`src/rtl/pc_sequencer.sv`:
```
// Fetch-stage program counter: boot-slot select, sequential step, stall, branch load,
// and (with PC_IRQ_EN defined) a single-level vectored interrupt with EPC and eret.
module pc_sequencer #(
   parameter int               WIDTH       = 32,
   parameter logic [WIDTH-1:0] STEP        = 1,
   parameter int               PROGR_W     = 2,
   parameter int               NUM_BOOT    = 3,
   parameter logic [WIDTH-1:0] BOOT_BASE   = 0,
   parameter logic [WIDTH-1:0] BOOT_STRIDE = 15,
   parameter logic [WIDTH-1:0] IRQ_VECTOR  = 'h80
) (
   input  logic               clock,
   input  logic               reset,
   input  logic [PROGR_W-1:0] progr,
   input  logic               stall,
   input  logic               branch_valid,
   input  logic [WIDTH-1:0]   address,
   input  logic               interrupt,
   input  logic               eret,
   output logic [WIDTH-1:0]   program_counter,
   output logic [WIDTH-1:0]   epc,
   output logic               valid,
   output logic               in_isr,
   output logic               irq_ack
);

`ifdef PC_IRQ_EN
   typedef enum logic [1:0] {BOOT = 2'd0, RUN = 2'd1, ISR = 2'd2} state_t;
`else
   typedef enum logic [1:0] {BOOT = 2'd0, RUN = 2'd1} state_t;
`endif

   localparam logic [31:0] NUM_BOOT_U = NUM_BOOT;

   state_t           state, state_nxt;
   logic [WIDTH-1:0] pc_q, pc_nxt;
   logic [WIDTH-1:0] pc_inc;
   logic [WIDTH-1:0] boot_addr;
   logic             boot_in_range;

   assign pc_inc        = pc_q + STEP;
   // product truncated to WIDTH, so oversize strides wrap like any other PC arithmetic
   assign boot_addr     = BOOT_BASE + WIDTH'(progr) * BOOT_STRIDE;
   assign boot_in_range = 32'(progr) < NUM_BOOT_U;

`ifdef PC_IRQ_EN
   logic [WIDTH-1:0] epc_q, epc_nxt;
   logic             ack_q, ack_nxt;

   always_comb begin
      state_nxt = state;
      pc_nxt    = pc_q;
      epc_nxt   = epc_q;
      ack_nxt   = 1'b0;
      case (state)
         BOOT: begin
            pc_nxt    = boot_in_range ? boot_addr : address;
            state_nxt = RUN;
         end
         RUN: begin
            if (!stall) begin
               if (interrupt) begin
                  // return to the instruction that would have run next
                  epc_nxt   = branch_valid ? address : pc_inc;
                  pc_nxt    = IRQ_VECTOR;
                  ack_nxt   = 1'b1;
                  state_nxt = ISR;
               end else if (branch_valid) begin
                  pc_nxt = address;
               end else begin
                  pc_nxt = pc_inc;
               end
            end
         end
         ISR: begin
            if (!stall) begin
               if (eret) begin
                  pc_nxt    = epc_q;
                  state_nxt = RUN;
               end else if (branch_valid) begin
                  pc_nxt = address;
               end else begin
                  pc_nxt = pc_inc;
               end
            end
         end
         default: state_nxt = BOOT;
      endcase
   end

   always_ff @(posedge clock or posedge reset) begin
      if (reset) begin
         state <= BOOT;
         pc_q  <= '0;
         epc_q <= '0;
         ack_q <= 1'b0;
      end else begin
         state <= state_nxt;
         pc_q  <= pc_nxt;
         epc_q <= epc_nxt;
         ack_q <= ack_nxt;
      end
   end

   assign epc     = epc_q;
   assign irq_ack = ack_q;
   assign in_isr  = (state == ISR);
`else
   logic unused_irq_inputs;
   assign unused_irq_inputs = interrupt ^ eret;

   always_comb begin
      state_nxt = state;
      pc_nxt    = pc_q;
      case (state)
         BOOT: begin
            pc_nxt    = boot_in_range ? boot_addr : address;
            state_nxt = RUN;
         end
         RUN: begin
            if (!stall) begin
               if (branch_valid) pc_nxt = address;
               else              pc_nxt = pc_inc;
            end
         end
         default: state_nxt = BOOT;
      endcase
   end

   always_ff @(posedge clock or posedge reset) begin
      if (reset) begin
         state <= BOOT;
         pc_q  <= '0;
      end else begin
         state <= state_nxt;
         pc_q  <= pc_nxt;
      end
   end

   assign epc     = '0;
   assign irq_ack = 1'b0;
   assign in_isr  = 1'b0;
`endif

   assign program_counter = pc_q;
   assign valid           = (state != BOOT);

endmodule

```
`config.mk`:
```
export PLATFORM = sky130hd
export DESIGN_NAME = pc_sequencer
export DESIGN_NICKNAME = d
export VERILOG_FILES = /design/src/rtl/pc_sequencer.sv
export SDC_FILE = /design/constraint.sdc
export NUM_CORES = 1
export LEC_CHECK = 0
export ABC_AREA = 1
export CORE_MARGIN = 2
export CORE_UTILIZATION = 51
export CTS_BUF_LIST = sky130_fd_sc_hd__clkbuf_2
export DETAILED_ROUTE_END_ITERATION = 8
export GPL_TIMING_DRIVEN = 0
export PLACE_DENSITY = 0.88
export SKIP_CTS_REPAIR_TIMING = 1
export SLEW_MARGIN = 0
export SYNTH_ARGS = -nofsm -noshare
export SYNTH_HDL_FRONTEND = slang
export SYNTH_SLANG_ARGS = --single-unit
```
`constraint.sdc`:
```
create_clock -name clock -period 2.3 [get_ports clock]
set_clock_uncertainty 0.15 [all_clocks]
set_input_delay 0.575 -clock clock [delete_from_list [all_inputs] [get_ports clock]]
set_output_delay 0.575 -clock clock [all_outputs]
set_load 0.05 [all_outputs]
```
# Word level (Yosys, flattened, before mapping)
# Cells that the tools add are included.
# totals
input_bits	40
wordCells	16
ff_bits	34
# classes
muxes	5
magnitude_cmp	1
eq_ne	2
addsub	1
n_reduce_logical	4
mul	1
# ops
operator	n
$mux W32	3
$pmux W32 S2	1
$add A32 B1 Y32 const B	1
$mul A2 B4 Y6 const B	1
$pmux W2 S2	1
$reduce_bool A2 Y1	2
$eq A2 B1 Y1 const B	1
$logic_not A2 Y1	1
$lt A2 B2 Y1 const B	1
$ne A2 B2 Y1 const B	1
$reduce_and A2 Y1	1

# Longest topological paths before layout
# depth
ltp_word	4
depth_mapped	10
ltp_nobuf	10

# Least setup slack after synthesis
# No wires, ideal clock.
# synth_timing
path_type	flip-flop to flip-flop
from	register pc_q[1], in the netlist program_counter[1]
to	register pc_q[20], in the netlist program_counter[20]
t_required_ns	2.028
slack_ns	0.311
path_buffers	0
stages_incl_launch_ff	11
arrival_time_ns	1.718
cell_sequence	dfrtp_1 > ha_1 > nand2_1 > nor2_4 > nand2_4 > nor2_8 > nand2_1 > nand2_1 > nand3_1 > nand2_1 > a21oi_2
# synth_between
elab_chain_len	4
# synth_lines
element	line	text
start, declared	36	logic [WIDTH-1:0] pc_q, pc_nxt;
start signal, assigned	136	pc_q <= pc_nxt;
$add A32 B1 Y32	41	assign pc_inc = pc_q + STEP;
$mux W32	122	if (branch_valid) pc_nxt = address;
$mux W32	121	if (!stall) begin
$pmux W32 S2	115	case (state)
# No other way between the ends. The select of a mux whose other input is x is not followed.
# A chain may end at the register's enable or synchronous reset.

# Final worst setup path
# layout_timing
from	register pc_q[20], in the netlist program_counter[20]
to	output port program_counter[20]
# layout_lines
element	line	text
end, declared	20	output logic [WIDTH-1:0] program_counter,
# No word-level cell between the ends.

==> key figures <==
Status
  – Status: complete, no violations

STA
  – Slew @ Worst Pin: approximately 0.74 ns
  – Setup slack after layout: 0.172 ns
  – Final worst path period share: 92.5%
  – Max_slew headroom: 50.5%
  – Post-route minimum period: around 2.1 ns
  – Setup TNS: 0 ns
  – RSZ-0062 raised after global routing: no
  – Fmax: 470 MHz
  – Endpoints failing setup: 0
  – Slew Viols, Final: 0
  – Final-report hold violation count: 0

Setup path
  – Reg-to-Reg Start: state[0]$_DFFE_PP0N_
  – Worst path top cell family by delay: flip-flops
  – WP data required: 1.57 ns
  – CP max stage cell: dfrtp_1
  – CP bufs+invs: 1
  – CP startpoint: program_counter[20]$_DFFE_PP0P_
  – Type of origin of the critical path: register
  – WS Path Type: reg -> out
  – Reg2Reg Depth: 5
  – Worst path cell trace: dlymetal6s2s_1
  – Flop-to-flop setup slack: 0.29 ns
  – Critical path depth: 1
  – Worst endpoint data arrival time: 1.40 ns
  – Worst Setup End Kind: output port
  – Critical path's largest stage delay: 0.53 ns
  – Crit-path max FO: 7

Logic synthesis
  – #FFs+latches synth: 33
  – Synth top area cells: dfrtp_1 (26%), nor2_1 (14%), nand2_1 (13%)
  – Number of unique standard cell types used by synthesis: 32
  – Top-area cell type share of the netlist area: 26.4%
  – Syn Area/Cell: roughly 6.3 µm²
  – Synth warn: 0
  – Cells after Synth: 496
  – Sequential fraction of the synthesis area: a little over a quarter
  – Synth area leader: dfrtp_1
  – Mapped cell area: about 3100 µm²

Drt
  – Routed wire length: around 10,000 µm
  – Highest metal layer with signal wires: met4
  – Met2 Wirelength: roughly 5000 µm
  – M1 WL: 4010 µm
  – 1st-iter DRT viols: 333
  – Via density per instance: 5.22
  – Vias post-DR: roughly 3,600
  – Post-route ant nets: 0
  – Routed wl met3: 884 µm
  – DRC viols: 0
  – 1st-pass router iterations: 5
  – Average wire per standard cell: 14.8 µm

Clock network
  – CTS sink cnt: 33
  – CTS tree: built
  – Worst skew pair latency: 0.41 ns
  – Clock slew at the register clock pins of the worst setup and hold paths: 0.20 ns
  – CTS root buf: clkbuf_2
  – Num CTS Buffers: 5
  – H-tree levels: 2
  – CTS max path bufs: 2

Floorplanning
  – Die width: 82.4 µm
  – Die Height: slightly above 80 µm
  – Die area: 6780 µm²
  – CORE AREA: 5920 µm²
  – I/O pin total: 107
  – Rows: 28
  – Initial core utilization: 52.9%

GRT
  – Total gr overflow: 0
  – GRT Resource Usage Total: 31.0%
  – Vias in the first global route: 3,411
  – Antenna violations before repair: 0
  – First-pass GRT wire length: between 15,000 and 20,000 µm
  – Pin count of the biggest net entering global routing: 34

Final layout
  – Final nets: 648
  – # fillers: 534
  – Util after Layout: 70.4%
  – ANT cells: 0
  – Share of cells above drive strength 1: 12.5%
  – Area grow syn2layout: 33.0%

Placed design
  – Final RePlAce weighted congestion: around 0.91
  – Hpwl dp: 7390 µm
  – Pre-CTS WS: -0.107 ns
  – Port Buffers: 70

Pwr
  – Max VDD drop: between 0.3 and 0.4 mV
  – Cell area power density: 504 nW/µm²
  – LEAKAGE: 0.00229 µW

Min path
  – HP Class: in -> async

Job
  – Max-cap violations: 0
## metal layers
layer,global-route usage (%),vias to the layer above
met1,38.5,1601
met2,52.9,199
met3,5.76,23
met5,2.50,-
li1,-,1731
met4,11.8,0
## where the power goes
part	leakage, µW	switching, µW	total (µW)	internal (µW)
clock	0.0000265	231	302	70.9
combinational	0.00186	689	1030	345
sequential	0.000396	116	765	649
total	0.00229	1030	2100	1060
## final cells by class
| type | instances | area, µm² | share of cell area [%] |
|---|---|---|---|
| Sequential cell | 33 | 826 | 19.8 |
| Buffer | 51 | 355 | 8.53 |
| Clock buffer | 6 | 30.0 | 0.721 |
| Timing Repair Buffer | 70 | 783 | 18.8 |
| Multi-Input combinational cell | 407 | 1930 | 46.4 |
| Clock inverter | 1 | 3.75 | 0.0901 |
| Inverter | 38 | 143 | 3.42 |
| Tap cell | 75 | 93.8 | 2.25 |
## synth_stat cells
| cell | instances |
|---|---|
| buf_6 | 1 |
| nand2_1 | 112 |
| a21oi_1 | 41 |
| nand4_1 | 1 |
| ha_1 | 2 |
| conb_1 | 2 |
| nand3b_1 | 2 |
| dfrtp_1 | 33 |
| inv_1 | 36 |
| nor2_2 | 2 |
| o311ai_0 | 1 |
| a221oi_1 | 2 |
| xor2_1 | 7 |
| dlymetal6s2s_1 | 1 |
| a21oi_2 | 9 |
| xnor2_1 | 2 |
| o211ai_1 | 2 |
| nor2_4 | 7 |
| clkbuf_8 | 1 |
| nor2_1 | 114 |
| nand3_1 | 33 |
| nor2_8 | 2 |
| o21bai_1 | 1 |
| nand2_4 | 2 |
| o21ai_0 | 19 |
| inv_2 | 2 |
| clkbuf_1 | 8 |
| a22oi_1 | 7 |
| buf_4 | 35 |
| a41oi_1 | 1 |
| buf_2 | 5 |
| nand2_2 | 3 |
## registers in the layout, indices dropped and copies added, names as in the netlist
signal,cells
program_counter,32
state,1
## stage by stage
stage	instances	power, µW	instance area [µm²]	hold WS, ns
6_report	681	2100	4170	0.434
5_1_grt	681	2210	4170	0.485
4_1_cts	681	2090	4080	0.478
3_5_place_dp	674	1800	4050	0.438
3_3_place_gp	674	1780	4050	0.421
2_1_floorplan	529	1480	3260	0.554
## worst paths after layout
path                                                   end
min in group clock         program_counter[31]$_DFFE_PP0P_
setup / recovery                       program_counter[20]
max in group asynchronous  program_counter[10]$_DFFE_PP0P_
setup reg to reg           program_counter[24]$_DFFE_PP0P_
hold / removal             program_counter[31]$_DFFE_PP0P_
hold reg to reg            program_counter[31]$_DFFE_PP0P_
## cells in the final DEF (no fill, tap or decap), drive strengths merged
master and instances:
a21oi 50, o21bai 1, xor2 7, dfrtp 33, a41oi 1, o211ai 2
nand3 33, ha 2, conb 35, nand3b 2, o311ai 1, xnor2 2
nand2 117, a22oi 7, clkbuf 15, nor2 125, clkdlybuf4s50 37, inv 38
dlymetal6s2s 34, buf 41, clkinv 1, nand4 1, o21ai 19, a221oi 2
## cells by family (layout without fill, tap and decap cells)
| logic type | Yosys count | count (layout) | share of synthesized area, % |
|---|---|---|---|
| AO/OA/AOI/OAI | 83 | 83 | 15.6 |
| adder cells (fa/ha/maj) | 2 | 2 | 0.799 |
| buffers and inverters | 89 | 166 | 15.9 |
| XOR/XNOR | 9 | 9 | 2.52 |
| other | 2 | 35 | 0.240 |
| AND/OR/NAND/NOR | 278 | 278 | 38.6 |
| flip-flops | 33 | 33 | 26.4 |
Power figures use the tool's default switching activity.
